<file path="src/rtl/multicycle_core.sv">
// multicycle_core: multicycle RV32I-subset core (ADDI/ADD/SUB/LUI/LW/SW/BEQ/BNE) with a req/ready memory port.
module multicycle_core #(
    parameter int                    DATA_WIDTH     = 32,
    parameter int                    REG_ADDR_WIDTH = 5,
    parameter logic [DATA_WIDTH-1:0] RESET_PC       = '0,
    parameter int                    RET_WIDTH      = 32
) (
    input  logic                  clk,
    input  logic                  rst,
    output logic                  mem_req,
    output logic                  mem_we,
    output logic [DATA_WIDTH-1:0] mem_addr,
    output logic [DATA_WIDTH-1:0] mem_wdata,
    input  logic [DATA_WIDTH-1:0] mem_rdata,
    input  logic                  mem_ready,
    output logic [DATA_WIDTH-1:0] a0,
    output logic                  halted,
    output logic [RET_WIDTH-1:0]  retired
);
    typedef enum logic [2:0] {FETCH, DECODE, EXECUTE, MEM, WB, HALT} state_t;
    localparam int NREGS = 2 ** REG_ADDR_WIDTH;
    localparam logic [DATA_WIDTH-1:0] FOUR = DATA_WIDTH'(4);

    state_t                    state_q;
    logic [DATA_WIDTH-1:0]     regs_q [NREGS];
    logic [DATA_WIDTH-1:0]     pc_q, op1_q, op2_q, imm_q, res_q, a0_q;
    logic [DATA_WIDTH-1:0]     mem_addr_q, mem_wdata_q;
    logic [31:0]               ir_q;
    logic [RET_WIDTH-1:0]      retired_q;
    logic                      halted_q, mem_req_q, mem_we_q;

    logic [6:0]                opcode, funct7;
    logic [2:0]                funct3;
    logic [4:0]                rd, rs1, rs2;
    logic [REG_ADDR_WIDTH-1:0] rd_idx, rs1_idx, rs2_idx;
    logic is_addi, is_add, is_sub, is_lui, is_lw, is_sw, is_beq, is_bne, is_br;
    logic uses_rd, uses_rs1, uses_rs2, bad_reg, legal, taken;
    logic [DATA_WIDTH-1:0]     imm_i, imm_s, imm_b, imm_u, imm_d, alu_d, addr_d, pc4_d, br_pc_d;

    assign opcode  = ir_q[6:0];
    assign rd      = ir_q[11:7];
    assign funct3  = ir_q[14:12];
    assign rs1     = ir_q[19:15];
    assign rs2     = ir_q[24:20];
    assign funct7  = ir_q[31:25];
    assign rd_idx  = rd[REG_ADDR_WIDTH-1:0];
    assign rs1_idx = rs1[REG_ADDR_WIDTH-1:0];
    assign rs2_idx = rs2[REG_ADDR_WIDTH-1:0];

    assign is_addi = opcode == 7'h13 && funct3 == 3'b000;
    assign is_add  = opcode == 7'h33 && funct3 == 3'b000 && funct7 == 7'h00;
    assign is_sub  = opcode == 7'h33 && funct3 == 3'b000 && funct7 == 7'h20;
    assign is_lui  = opcode == 7'h37;
    assign is_lw   = opcode == 7'h03 && funct3 == 3'b010;
    assign is_sw   = opcode == 7'h23 && funct3 == 3'b010;
    assign is_beq  = opcode == 7'h63 && funct3 == 3'b000;
    assign is_bne  = opcode == 7'h63 && funct3 == 3'b001;
    assign is_br   = is_beq || is_bne;

    // Register fields only matter for the formats that actually use them.
    assign uses_rd  = is_addi || is_add || is_sub || is_lui || is_lw;
    assign uses_rs1 = is_addi || is_add || is_sub || is_lw || is_sw || is_br;
    assign uses_rs2 = is_add || is_sub || is_sw || is_br;
    assign bad_reg  = (uses_rd && (rd >> REG_ADDR_WIDTH) != 5'd0)
                   || (uses_rs1 && (rs1 >> REG_ADDR_WIDTH) != 5'd0)
                   || (uses_rs2 && (rs2 >> REG_ADDR_WIDTH) != 5'd0);
    assign legal    = (uses_rd || is_sw || is_br) && !bad_reg;

    assign imm_i   = DATA_WIDTH'($signed(ir_q[31:20]));
    assign imm_s   = DATA_WIDTH'($signed({ir_q[31:25], ir_q[11:7]}));
    assign imm_b   = DATA_WIDTH'($signed({ir_q[31], ir_q[7], ir_q[30:25], ir_q[11:8], 1'b0}));
    assign imm_u   = DATA_WIDTH'($signed({ir_q[31:12], 12'b0}));
    assign imm_d   = is_lui ? imm_u : is_sw ? imm_s : is_br ? imm_b : imm_i;

    assign addr_d  = op1_q + imm_q;
    assign alu_d   = is_lui ? imm_q : is_sub ? op1_q - op2_q : is_add ? op1_q + op2_q : addr_d;
    assign taken   = is_beq ? op1_q == op2_q : op1_q != op2_q;
    assign pc4_d   = pc_q + FOUR;
    assign br_pc_d = taken ? pc_q + imm_q : pc4_d;

    always_ff @(posedge clk) begin
        if (rst) begin
            state_q     <= FETCH;
            pc_q        <= RESET_PC;
            ir_q        <= '0;
            op1_q       <= '0;
            op2_q       <= '0;
            imm_q       <= '0;
            res_q       <= '0;
            a0_q        <= '0;
            retired_q   <= '0;
            halted_q    <= 1'b0;
            mem_req_q   <= 1'b0;
            mem_we_q    <= 1'b0;
            mem_addr_q  <= '0;
            mem_wdata_q <= '0;
            for (int i = 0; i < NREGS; i++) regs_q[i] <= '0;
        end else begin
            case (state_q)
                // Transitions into FETCH/MEM raise the request together with the state, so it
                // is registered and stable; only the first fetch after reset spends an idle cycle.
                FETCH: begin
                    if (!mem_req_q) begin
                        mem_req_q  <= 1'b1;
                        mem_addr_q <= pc_q;
                    end else if (mem_ready) begin
                        ir_q      <= mem_rdata[31:0];
                        mem_req_q <= 1'b0;
                        state_q   <= DECODE;
                    end
                end
                DECODE: begin
                    op1_q    <= regs_q[rs1_idx];
                    op2_q    <= regs_q[rs2_idx];
                    imm_q    <= imm_d;
                    halted_q <= !legal;
                    state_q  <= legal ? EXECUTE : HALT;
                end
                EXECUTE: begin
                    if (is_br) begin
                        pc_q       <= br_pc_d;
                        mem_req_q  <= 1'b1;
                        mem_addr_q <= br_pc_d;
                        retired_q  <= retired_q + RET_WIDTH'(1);
                        state_q    <= FETCH;
                    end else if (is_lw || is_sw) begin
                        if (addr_d[1:0] != 2'b00) begin
                            halted_q <= 1'b1;
                            state_q  <= HALT;
                        end else begin
                            mem_req_q   <= 1'b1;
                            mem_we_q    <= is_sw;
                            mem_addr_q  <= addr_d;
                            mem_wdata_q <= op2_q;
                            state_q     <= MEM;
                        end
                    end else begin
                        res_q   <= alu_d;
                        state_q <= WB;
                    end
                end
                MEM: begin
                    if (mem_ready && mem_we_q) begin
                        pc_q       <= pc4_d;
                        mem_we_q   <= 1'b0;
                        mem_addr_q <= pc4_d;
                        retired_q  <= retired_q + RET_WIDTH'(1);
                        state_q    <= FETCH;
                    end else if (mem_ready) begin
                        res_q     <= mem_rdata;
                        mem_req_q <= 1'b0;
                        state_q   <= WB;
                    end
                end
                WB: begin
                    if (rd != 5'd0) regs_q[rd_idx] <= res_q;
                    if (rd == 5'd10) a0_q <= res_q;
                    pc_q       <= pc4_d;
                    mem_req_q  <= 1'b1;
                    mem_addr_q <= pc4_d;
                    retired_q  <= retired_q + RET_WIDTH'(1);
                    state_q    <= FETCH;
                end
                HALT:    state_q <= HALT;
                default: state_q <= HALT;
            endcase
        end
    end

    assign mem_req   = mem_req_q;
    assign mem_we    = mem_we_q;
    assign mem_addr  = mem_addr_q;
    assign mem_wdata = mem_wdata_q;
    assign a0        = a0_q;
    assign halted    = halted_q;
    assign retired   = retired_q;
endmodule

</file>
<file path="config.mk">
export PLATFORM = sky130hd
export DESIGN_NAME = multicycle_core
export DESIGN_NICKNAME = d
export VERILOG_FILES = /design/src/rtl/multicycle_core.sv
export SDC_FILE = /design/constraint.sdc
export NUM_CORES = 2
export LEC_CHECK = 0
export CAP_MARGIN = 20
export CORE_AREA = 4 4 440 442
export CTS_CLUSTER_SIZE = 40
export DETAILED_ROUTE_END_ITERATION = 8
export DIE_AREA = 0 0 444 446
export PLACE_DENSITY_LB_ADDON = 0.2
export SYNTH_ARGS = -nofsm -noshare
export SYNTH_HDL_FRONTEND = slang
export SYNTH_SLANG_ARGS = --single-unit
</file>
<file path="constraint.sdc">
create_clock -name clk -period 4.3 [get_ports clk]
set_input_delay 0.645 -clock clk [delete_from_list [all_inputs] [get_ports clk]]
set_output_delay 0.645 -clock clk [all_outputs]
set_load 0.1 [all_outputs]
</file>
==> results.sh <==
export IMPL_crit_path_end_kind="flip-flop"
export IMPL_p_leak_nw=30.1
export IMPL_synthTopCellsByArea="edfxtp_1, mux4_2, dfxtp_1"
export IMPL_synth_edf_count=1024
export IMPL_final_common_cell="edfxtp_1"
export IMPL_path_clk_slew_ns=0.06
export IMPL_power_mw=33.0
export IMPL_clkPwrFrac_pct=40.8
export IMPL_slew_viol_final=0
export IMPL_use_met1_pct=37.0
export IMPL_grt_max_degree=133
export IMPL_cp_max_fo=17
export IMPL_hp_class="in -> reg"
export IMPL_fin_nets=6285
export IMPL_avgSynthCellArea_sq_um=12.5
export IMPL_ys_flop_type="edfxtp_1"
export IMPL_core_sq_mm=0.190
export IMPL_vias=53690
export IMPL_final_core_util_pct=45.7
export IMPL_fin_crit_sh_pct=90.2
export IMPL_gp_congestion=0.980
export IMPL_clock_root_buffer="clkbuf_16"
export IMPL_r2r_cells=10
export IMPL_internal_power_mw=23.8
export IMPL_h_tree_depth=4
export IMPL_arrival_ns=4.52
export IMPL_setup_tns_ns=0
export IMPL_yosys_area_top_type="edfxtp_1"
export IMPL_drt_initial_drc_count=6316
export IMPL_ys_seq_area_share_pct=49.3
export IMPL_wirelength_um=281000
export IMPL_synth_top_area_share_pct=40.6
export IMPL_drc=0
export IMPL_async_reset_ff_share_pct=0
export IMPL_place_area_sq_mm=0.0813
export IMPL_busiest_layer="met2"
export IMPL_holdCritStartpoint="rst"
export IMPL_post_cts_buffers=0
export IMPL_ctsResizeCount=0
export IMPL_ir_worst_vdd_uv=462
export IMPL_cp_start_kind="flip-flop"
export IMPL_multiInputGateArea_sq_mm=0.0365
export IMPL_viasPerCell=6.12
export IMPL_grt_pass1_wl_um=400000
export IMPL_top_register="regs_q"
export IMPL_whs_ns=0.130
export IMPL_max_freq_ghz=0.258
export IMPL_rsz0062_at_grt="no"
export IMPL_clkLatencyLatePin_ns=0.85
export IMPL_yosys_warnings=0
export IMPL_regArea_sq_mm=0.0373
export IMPL_die_y_um=446
export IMPL_fillers=16991
export IMPL_hold_depth=1
export IMPL_p_comb_share_pct=14.1
export IMPL_setup_slack_ns=0.421
export IMPL_drive_gt1_share_pct=20.3
export IMPL_dp_hpwl_um=188000
export IMPL_cts_sinks=1350
export IMPL_fin_cells=8767
export IMPL_dpl_cell_count=8468
export IMPL_r2r_start="op1_q[0]"
export IMPL_stdcell_area_sq_mm=0.0866
export IMPL_dieArea_sq_mm=0.198
export IMPL_drtPass1Iterations=8
export IMPL_synth_area_sq_mm=0.0756
export IMPL_use_met3_pct=5.95
export IMPL_wire_per_inst_um=32.1
export IMPL_met2_usage_pct=46.2
export IMPL_skew_ns=0.0544
export IMPL_io_buffers=165
export IMPL_num_rows=160
export IMPL_status="finished clean"
export IMPL_p_per_area_mw_per_mm2=381
export IMPL_grt_antenna_before_repair=18
export IMPL_worst_pin_slew_ns=1.18
export IMPL_cts_tree="yes"
export IMPL_initial_core_util_pct=39.9
export IMPL_cts_hold_buf=0
export IMPL_place_ws_ns=0.507
export IMPL_cts_buffers_inserted=156
export IMPL_p_sw_share_pct=27.8
export IMPL_finalHoldViolations=0
export IMPL_die_w_um=444
export IMPL_final_cell_mix="edfxtp_1, and2_1, mux4_2"
export IMPL_overflow=0
export IMPL_ant_nets=0
export IMPL_switchingPower_mw=9.16
export IMPL_ys_seq_elements=1350
export IMPL_syn_inst=6067
export IMPL_crit_start="op1_q[0]"
export IMPL_min_period_ns=3.88
export IMPL_p_seq_share_pct=45.1
export IMPL_clock_path_buffers=3
export IMPL_worstPathRequired_ns=4.94
export IMPL_track_usage_pct=28.1
export IMPL_slew_limit_headroom_pct=21.2
export IMPL_max_cap_violations=0
export IMPL_syn_to_final_growth_pct=14.5
export IMPL_grt_pass1_vias=53269
export IMPL_finalSetupViolations=0
export IMPL_ios=166
export IMPL_largest_reg_flops=1024
export IMPL_crit_type="reg -> reg"
export IMPL_synth_cell_types=103
-- layout make-up --
cell class / instances / area share, %
antenna: 5 / 0.0144
clock buffer: 208 / 4.84
clock inverter: 81 / 1.10
inverter: 89 / 0.389
multi-input combinational: 4105 / 42.1
sequential: 1350 / 43.1
tap: 2511 / 3.63
timing repair buffer: 418 / 4.81
-- logic make-up (layout without fill, tap and decap cells) --
| logic type | Yosys count | in the layout | share of synthesized area, % |
|---|---|---|---|
| simple gates | 2047 | 2047 | 14.7 |
| flops | 1350 | 1350 | 49.3 |
| compound gates | 1037 | 1037 | 8.68 |
| mux | 725 | 725 | 20.2 |
| buf+inv | 643 | 796 | 3.34 |
| xor+xnor | 134 | 134 | 1.58 |
| fa+ha+maj | 130 | 130 | 2.19 |
| other cells | 1 | 37 | 0.00496 |
-- worst max-delay path, cell delays in order, from the launching register on --
cell       delay [ns]
dfxtp_1          0.49
ha_1             0.25
fa_1             0.48
nor2_1           0.35
a21oi_1          0.12
o21ai_0          0.30
nand2_1          0.18
a211o_1          0.58
buf_4            0.29
a2111oi_0        0.47
a221oi_1         0.14
-- power by group through the flow --
stage               registers, mW  clock network (mW)  logic, mW
global route                 14.9                14.2       4.85
floorplan                    15.1                   0       2.71
global placement             15.1                   0       4.59
CTS                          14.9                13.7       4.59
finish                       14.9                13.5       4.64
detailed placement           15.1                   0       4.58
-- synth_stat cells (40+ instances only) --
library cell and n:
inv_1 87, a21oi_1 340, buf_2 66, o211ai_1 46, mux4_2 640, ha_1 126, xnor2_1 72, mux2i_1 79
nand2_1 355, nand3_1 83, edfxtp_1 1024, a31oi_1 40, nor3_1 55, clkbuf_1 455, a21o_1 75, nor2_1 320
o21ai_0 225, xor2_1 61, and2_1 1010, a211oi_1 99, dfxtp_1 326
-- final timing paths --
path | to | slack [ns]
max | mem_addr[20] | 0.42
min | regs_q[0][23] | 0.13
max reg2reg | mem_addr[20] | 0.42
min reg2reg | a0[11] | 0.45
-- per-layer routing --
layer / share of wire [%] / vias to the layer above
met4: 3.8 / 8
met1: 40 / 27623
met2: 48 / 2592
met5: 0.021 / -
li1: - / 22984
met3: 8.7 / 483
No activity file was read; power rests on OpenSTA's default activity.
